<file path="src/rtl/adder_array.sv">
// adder_array: four independent WIDTH-bit lane adders with a command-selected
// lane enable and registered sums / per-lane overflow flags (1-cycle latency).
// Optional build macro: ADDER_ARRAY_SIGNED_OVF_EN -- when defined, the lane
// flag reports two's-complement signed overflow instead of unsigned carry-out.

// One lane: WIDTH-bit adder producing the wrapped sum and the lane flag.
module adder_array_lane #(
  parameter int WIDTH = 32
) (
  input  logic [WIDTH-1:0] a_i,
  input  logic [WIDTH-1:0] b_i,
  output logic [WIDTH-1:0] sum_o,
  output logic             flag_o
);

  logic             carry;
  logic [WIDTH-1:0] sum;

  // Full-width add; the extra bit is the unsigned carry-out.
  assign {carry, sum} = {1'b0, a_i} + {1'b0, b_i};
  assign sum_o        = sum;

`ifdef ADDER_ARRAY_SIGNED_OVF_EN
  // Signed overflow: operands agree in sign but the result sign differs.
  assign flag_o = (a_i[WIDTH-1] == b_i[WIDTH-1]) && (sum[WIDTH-1] != a_i[WIDTH-1]);
`else
  assign flag_o = carry;
`endif

endmodule

// Top level: enable decode plus output registers around four lane adders.
module adder_array #(
  parameter int WIDTH = 32
) (
  input  logic             clk,
  input  logic             rst,
  input  logic [2:0]       cmd,
  input  logic [WIDTH-1:0] ain0,
  input  logic [WIDTH-1:0] ain1,
  input  logic [WIDTH-1:0] ain2,
  input  logic [WIDTH-1:0] ain3,
  input  logic [WIDTH-1:0] bin0,
  input  logic [WIDTH-1:0] bin1,
  input  logic [WIDTH-1:0] bin2,
  input  logic [WIDTH-1:0] bin3,
  output logic [WIDTH-1:0] dout0,
  output logic [WIDTH-1:0] dout1,
  output logic [WIDTH-1:0] dout2,
  output logic [WIDTH-1:0] dout3,
  output logic [3:0]       overflow
);

  logic [WIDTH-1:0] ain_w  [4];
  logic [WIDTH-1:0] bin_w  [4];
  logic [WIDTH-1:0] sum_w  [4];
  logic [3:0]       flag_w;
  logic [3:0]       en_w;

  logic [WIDTH-1:0] dout_d [4];
  logic [WIDTH-1:0] dout_q [4];
  logic [3:0]       ovf_d;
  logic [3:0]       ovf_q;

  assign ain_w[0] = ain0;
  assign ain_w[1] = ain1;
  assign ain_w[2] = ain2;
  assign ain_w[3] = ain3;
  assign bin_w[0] = bin0;
  assign bin_w[1] = bin1;
  assign bin_w[2] = bin2;
  assign bin_w[3] = bin3;

  // Lanes are fully independent: no carry passes between them.
  genvar gi;
  generate
    for (gi = 0; gi < 4; gi++) begin : g_lane
      adder_array_lane #(.WIDTH(WIDTH)) u_lane (
        .a_i    (ain_w[gi]),
        .b_i    (bin_w[gi]),
        .sum_o  (sum_w[gi]),
        .flag_o (flag_w[gi])
      );
      // Lane gi is live for its own command code and for the broadcast code 4.
      assign en_w[gi] = (cmd == 3'(gi)) || (cmd == 3'd4);
    end
  endgenerate

  // Next-state: disabled lanes load zero rather than holding their value.
  always_comb begin
    ovf_d = 4'b0000;
    for (int i = 0; i < 4; i++) begin
      dout_d[i] = '0;
      if (en_w[i]) begin
        dout_d[i] = sum_w[i];
        ovf_d[i]  = flag_w[i];
      end
    end
  end

  // Output registers, cleared immediately by reset independent of the clock.
  always_ff @(posedge clk or posedge rst) begin
    if (rst) begin
      for (int i = 0; i < 4; i++) dout_q[i] <= '0;
      ovf_q <= 4'b0000;
    end else begin
      for (int i = 0; i < 4; i++) dout_q[i] <= dout_d[i];
      ovf_q <= ovf_d;
    end
  end

  assign dout0    = dout_q[0];
  assign dout1    = dout_q[1];
  assign dout2    = dout_q[2];
  assign dout3    = dout_q[3];
  assign overflow = ovf_q;

endmodule

</file>
<file path="config.mk">
export PLATFORM = sky130hd
export DESIGN_NAME = adder_array
export DESIGN_NICKNAME = d
export VERILOG_FILES = /design/src/rtl/adder_array.sv
export SDC_FILE = /design/constraint.sdc
export NUM_CORES = 1
export LEC_CHECK = 0
export ABC_AREA = 1
export CAP_MARGIN = 0
export CORE_ASPECT_RATIO = 1.75
export CORE_MARGIN = 8
export CORE_UTILIZATION = 55
export CTS_CLUSTER_DIAMETER = 100
export CTS_CLUSTER_SIZE = 14
export DETAILED_ROUTE_END_ITERATION = 12
export DONT_BUFFER_PORTS = 1
export GPL_TIMING_DRIVEN = 0
export HOLD_SLACK_MARGIN = 0.03
export PLACE_DENSITY = 0.79
export SYNTH_ARGS = -nofsm -noshare
export SYNTH_HDL_FRONTEND = slang
export SYNTH_SLANG_ARGS = --single-unit
</file>
<file path="constraint.sdc">
create_clock -name clk -period 5.2 [get_ports clk]
set_clock_uncertainty 0.2 [all_clocks]
set_input_delay 1.56 -clock clk [delete_from_list [all_inputs] [get_ports clk]]
set_output_delay 1.56 -clock clk [all_outputs]
set_load 0.01 [all_outputs]
</file>
## Word-level counts from Yosys, hierarchy flattened

Index checks and enable logic that the tools add are counted.

| storage, ports and cells | value |
|---|---|
| register bits after elaboration | 132 |
| bits in latches | 0 |
| memory bits (writable) | 0 |
| memory bits (read-only) | 0 |
| bits of input ports | 261 |
| output and inout port bits | 132 |
| word-level logic and storage cells | 26 |
| memories | 0 |

| operators by class | value |
|---|---|
| add/sub/neg operators | 4 |
| $mul | 0 |
| div/mod/pow operators | 0 |
| $lt $le $gt $ge | 0 |
| equal/unequal tests | 4 |
| shift-type cells | 0 |
| multiplexer cells | 8 |
| bitwise gates (word level) | 0 |
| reduce and logical (&&, ||, !) cells | 5 |

Operator list:

| kind | number |
|---|---|
| $add A32 B32 Y33 | 4 |
| $mux W32 | 4 |
| $eq A3 B2 Y1 const B | 2 |
| $logic_or A1 B1 Y1 | 4 |
| $mux W1 | 4 |
| $eq A3 B1 Y1 const B | 1 |
| $eq A3 B3 Y1 const B | 1 |
| $logic_not A3 Y1 | 1 |

## Longest topological paths before layout

| logic depth | value |
|---|---|
| depth after elaboration | 3 |
| gate-level depth with buffers | 13 |
| depth with buffers taken out | 13 |

## By module

A second synthesis with hierarchy kept.

| second synthesis, totals | value |
|---|---|
| cell total of the unflattened synthesis | 2434 |
| area, all modules | 14252.4 µm² |

Modules (own cells, without submodules):

| module | instances | cells each | area each (µm²) | seq. area each (µm²) |
|---|---|---|---|---|
| adder_array_lane at g_lane[1].u_lane ... | 2 | 502 | 2476.1 | 0.0 |
| adder_array | 1 | 423 | 4456.8 | 3303.2 |
| adder_array_lane at g_lane[0].u_lane | 1 | 505 | 2423.6 | 0.0 |
| adder_array_lane at g_lane[3].u_lane | 1 | 502 | 2419.8 | 0.0 |

## Worst setup path before layout

No wires, ideal clock.

| path | value |
|---|---|
| kind | input-to-reg |
| start | input ain1[0] |
| end | register dout_q, in the netlist dout1[28] |
| library setup time | 0.119 ns |
| data arrival time | 2.849 ns |
| data required time | 4.881 ns |
| path slack | 2.032 ns |
| cell stages on the path | 11 |
| buffers on the path | 0 |
| cells stage by stage | ha_1 -> inv_1 -> fa_1 -> inv_1 -> nand3_1 -> nand3_1 -> nand3_1 -> nand3_1 -> nand2_1 -> a21oi_1 -> nor2_1 |

RTL lines:

| element | line | source |
|---|---|---|
| start, declared | 40 | `input logic [WIDTH-1:0] ain1,` |
| end, declared | 61 | `logic [WIDTH-1:0] dout_q [4];` |

==> results.py <==
metrics = {
    "clock_tree": {
        "cts_inserted_buffers": 17,
        "cts_setup_buffers": 0,
        "cts_resized": 0,
        "cts_buffer_depth": 2,
        "cts_hold_buf": 0,
        "cts_tree": "built",
        "cts-root-buf": "clkbuf_16",
        "clkSinkCount": 132,
        "path_clk_slew_ps": 60,
        "ctsHtreeMaxLevel": 4,
    },
    "cells_and_area": {
        "final_core_utilization_pct": 60.38,
        "area_growth_pct": 7.722,
        "layout.nets": 2780,
        "fin_cells": 2711,
        "layout-drive-gt1-share_pct": 5.294,
        "final_cell_mix": "nand2_1, inv_1, nor2_1",
        "final_common_cell": "nand2_1",
        "diodes": 0,
        "design_area_sq_um": 14870,
    },
    "timing": {
        "post-route-min-period_ps": 3446,
        "tightest_slew_ps": 539.9,
        "hold_violations": 0,
        "grt_setup_unrepaired": "false",
        "setup_viol": 0,
        "setup_tns_ps": 0,
        "setup_slack_ps": 1754,
        "drv_slew": 0,
        "finalCritPeriodShare_pct": 66.27,
        "max_slew_margin_pct": 63.93,
        "fmax_mhz": 290.2,
    },
    "floorplan": {
        "std_cell_rows": 76,
        "start_util_pct": 56.05,
        "num_io_pins": 393,
        "die_area_sq_um": 30620,
        "coreArea_sq_um": 24630,
        "die_x_um": 135.8,
        "fp.dieH_um": 225.6,
    },
    "synthesis": {
        "syn_inst": 2365,
        "synthTopCellsByArea": "dfrtp_1, nand2_1, inv_1, ha_1, nor2_1",
        "syn_avg_cell_area_sq_um": 5.837,
        "syn_area_sq_um": 13800,
        "ys_ff_latch": 132,
        "synth.distinct_cells": 27,
        "synth_warnings": 0,
        "yosysTopAreaCellShare_pct": 23.93,
        "ys_seq_area_share_pct": 23.93,
        "synth_area_leader_cell": "dfrtp_1",
        "syn_nets": 2758,
    },
    "global_routing": {
        "grt_first_pass_wirelength_um": 73890,
        "grt_max_degree": 44,
        "grt_pass1_vias": 14470,
        "grt_util_all_layers_pct": 31.40,
        "antenna_found_initial": 0,
        "grt.overflow.total": 0,
    },
    "power_and_ir_drop": {
        "peakVddDrop_mv": 0.2444,
        "combPwrFrac_pct": 33.1,
        "swShare_pct": 38.12,
        "p_clk_share_pct": 34.6,
        "p_int_uw": 2290,
        "p_leak_uw": 0.009130,
        "seqPwrFrac_pct": 32.3,
        "p_per_area_nw_per_um2": 248.9,
        "switchingPower_uw": 1411,
    },
    "drt": {
        "viasPerCell": 5.343,
        "wl_per_cell_um": 17.93,
        "ant_nets": 0,
        "drt_iter0_markers": 894,
        "wl_um": 48610,
        "drt-pass1-iter-count": 5,
        "drcViolationCount": 0,
        "vias": 14490,
    },
    "setup_path": {
        "endpoint": "dout1[24]",
        "cpMaxStageDelayCell": "nor2_1",
        "critPathKind": "primary input to flip-flop",
        "worstPathRequired_ps": 5290,
        "cp_top_family": "simple AND/OR/NAND/NOR gates",
        "crit_start": "ain1[0]",
        "critPathLaunchType": "primary input",
        "crit_chain": "ha_1, inv_1, fa_1, inv_1, nand3_1, nand3_1, nand2_1, nand2_1, nand2_1, nand4_1, nand2_1, nor2_1",
        "slowest_delay_ps": 380,
        "crit_top_cell": "nand2_1",
        "critPathBufInv": 2,
        "cp.arrival_ps": 3530,
        "crit_path_max_fanout": 5,
        "worstSetupEndpointType": "flip-flop",
        "cp.depth": 12,
    },
    "placement": {
        "place_ws_ps": 1427,
        "place_hpwl_um": 41510,
        "port_buffers": 0,
        "dp.cells": 2680,
        "gp_congestion": 1.020,
        "dpl-instance-area_sq_um": 14260,
    },
    "status": {
        "status": "completed",
    },
    "job": {
        "max-cap-violations": 0,
    },
    "min_path": {
        "hold_path.class": "primary input to asynchronous set/reset pin",
    },
}
==> power groups by stage <==
stage | Clock [uW] | Combinational, uW | Sequential [uW]
2_1_floorplan | 0 | 890 | 1190
3_3_place_gp | 0 | 1180 | 1220
3_5_place_dp | 0 | 1200 | 1220
4_1_cts | 1290 | 1210 | 1200
5_1_grt | 1340 | 1380 | 1200
6_report | 1280 | 1230 | 1200
==> through the flow <==
step                      power (uW)  hold slack [ps]
final                           3701            828.3
after global routing            3921            849.7
after CTS                       3703            830.2
after detailed placement        2419             1306
after global placement          2398             1544
after floorplan                 2075             1525
==> area by class of cell <==
cell class	instances	area [sq um]
Timing Repair Buffer	3	60.06
Sequential cell	132	3303
Fill cell	2442	9758
Multi-Input combinational cell	1730	8603
Clock inverter	8	123.9
Inverter	495	1862
Tap cell	312	390.4
Clock buffer	23	488.0
Buffer	8	40.04
==> cells in the mapped netlist <==
cell type    n
a21o_1       2
a21oi_1    167
and2_1      12
and3_1       4
buf_2        8
clkinv_1     2
dfrtp_1    132
fa_1         4
ha_1       128
inv_1      480
inv_2       13
nand2_1    867
nand2_2     36
nand3_1    127
nand3_2      6
nand4_1     16
nor2_1     240
nor2_2      14
nor2_4       1
nor3_1      14
nor3_2      16
nor4_1       1
o21a_1       1
o21ai_0     46
o21ai_1      2
o21bai_1    13
xnor2_1     13
==> registers in the layout, summed over array words and instances, names as in the netlist <==
signal,cells
overflow,4
dout2,32
dout1,32
dout3,32
dout0,32
==> routing by layer <==
layer | global-route usage, % | vias to the layer above | wire length, um
met1 | 29.10 | 6423 | 16610
met4 | 24.84 | 0 | 3701
li1 | - | 7260 | -
met2 | 56.45 | 612 | 24530
met3 | 8.411 | 191 | 3772
met5 | 0 | - | 0
==> worst min-delay path by stage <==
stage / start / endpoint / slack, ps / cells past startpoint
global placement: cmd[1] / dout0[7] / 1540 / 3
CTS: rst / dout1[29] / 830 / 1
floorplan: cmd[1] / dout0[2] / 1530 / 3
detailed placement: rst / dout1[9] / 1310 / 1
global route: rst / dout1[23] / 850 / 1
finish: rst / dout1[29] / 830 / 1
==> cells by family after synthesis <==
logic type               count (synthesis)  synth area share, %
AND/OR/NAND/NOR                       1354                40.65
buffers and inverters                  503                13.75
AO/OA/AOI/OAI                          231                8.665
adder cells (fa/ha/maj)                132                12.18
flip-flops                             132                23.93
XOR/XNOR                                13               0.8248
(Power assumes the default switching activity.)
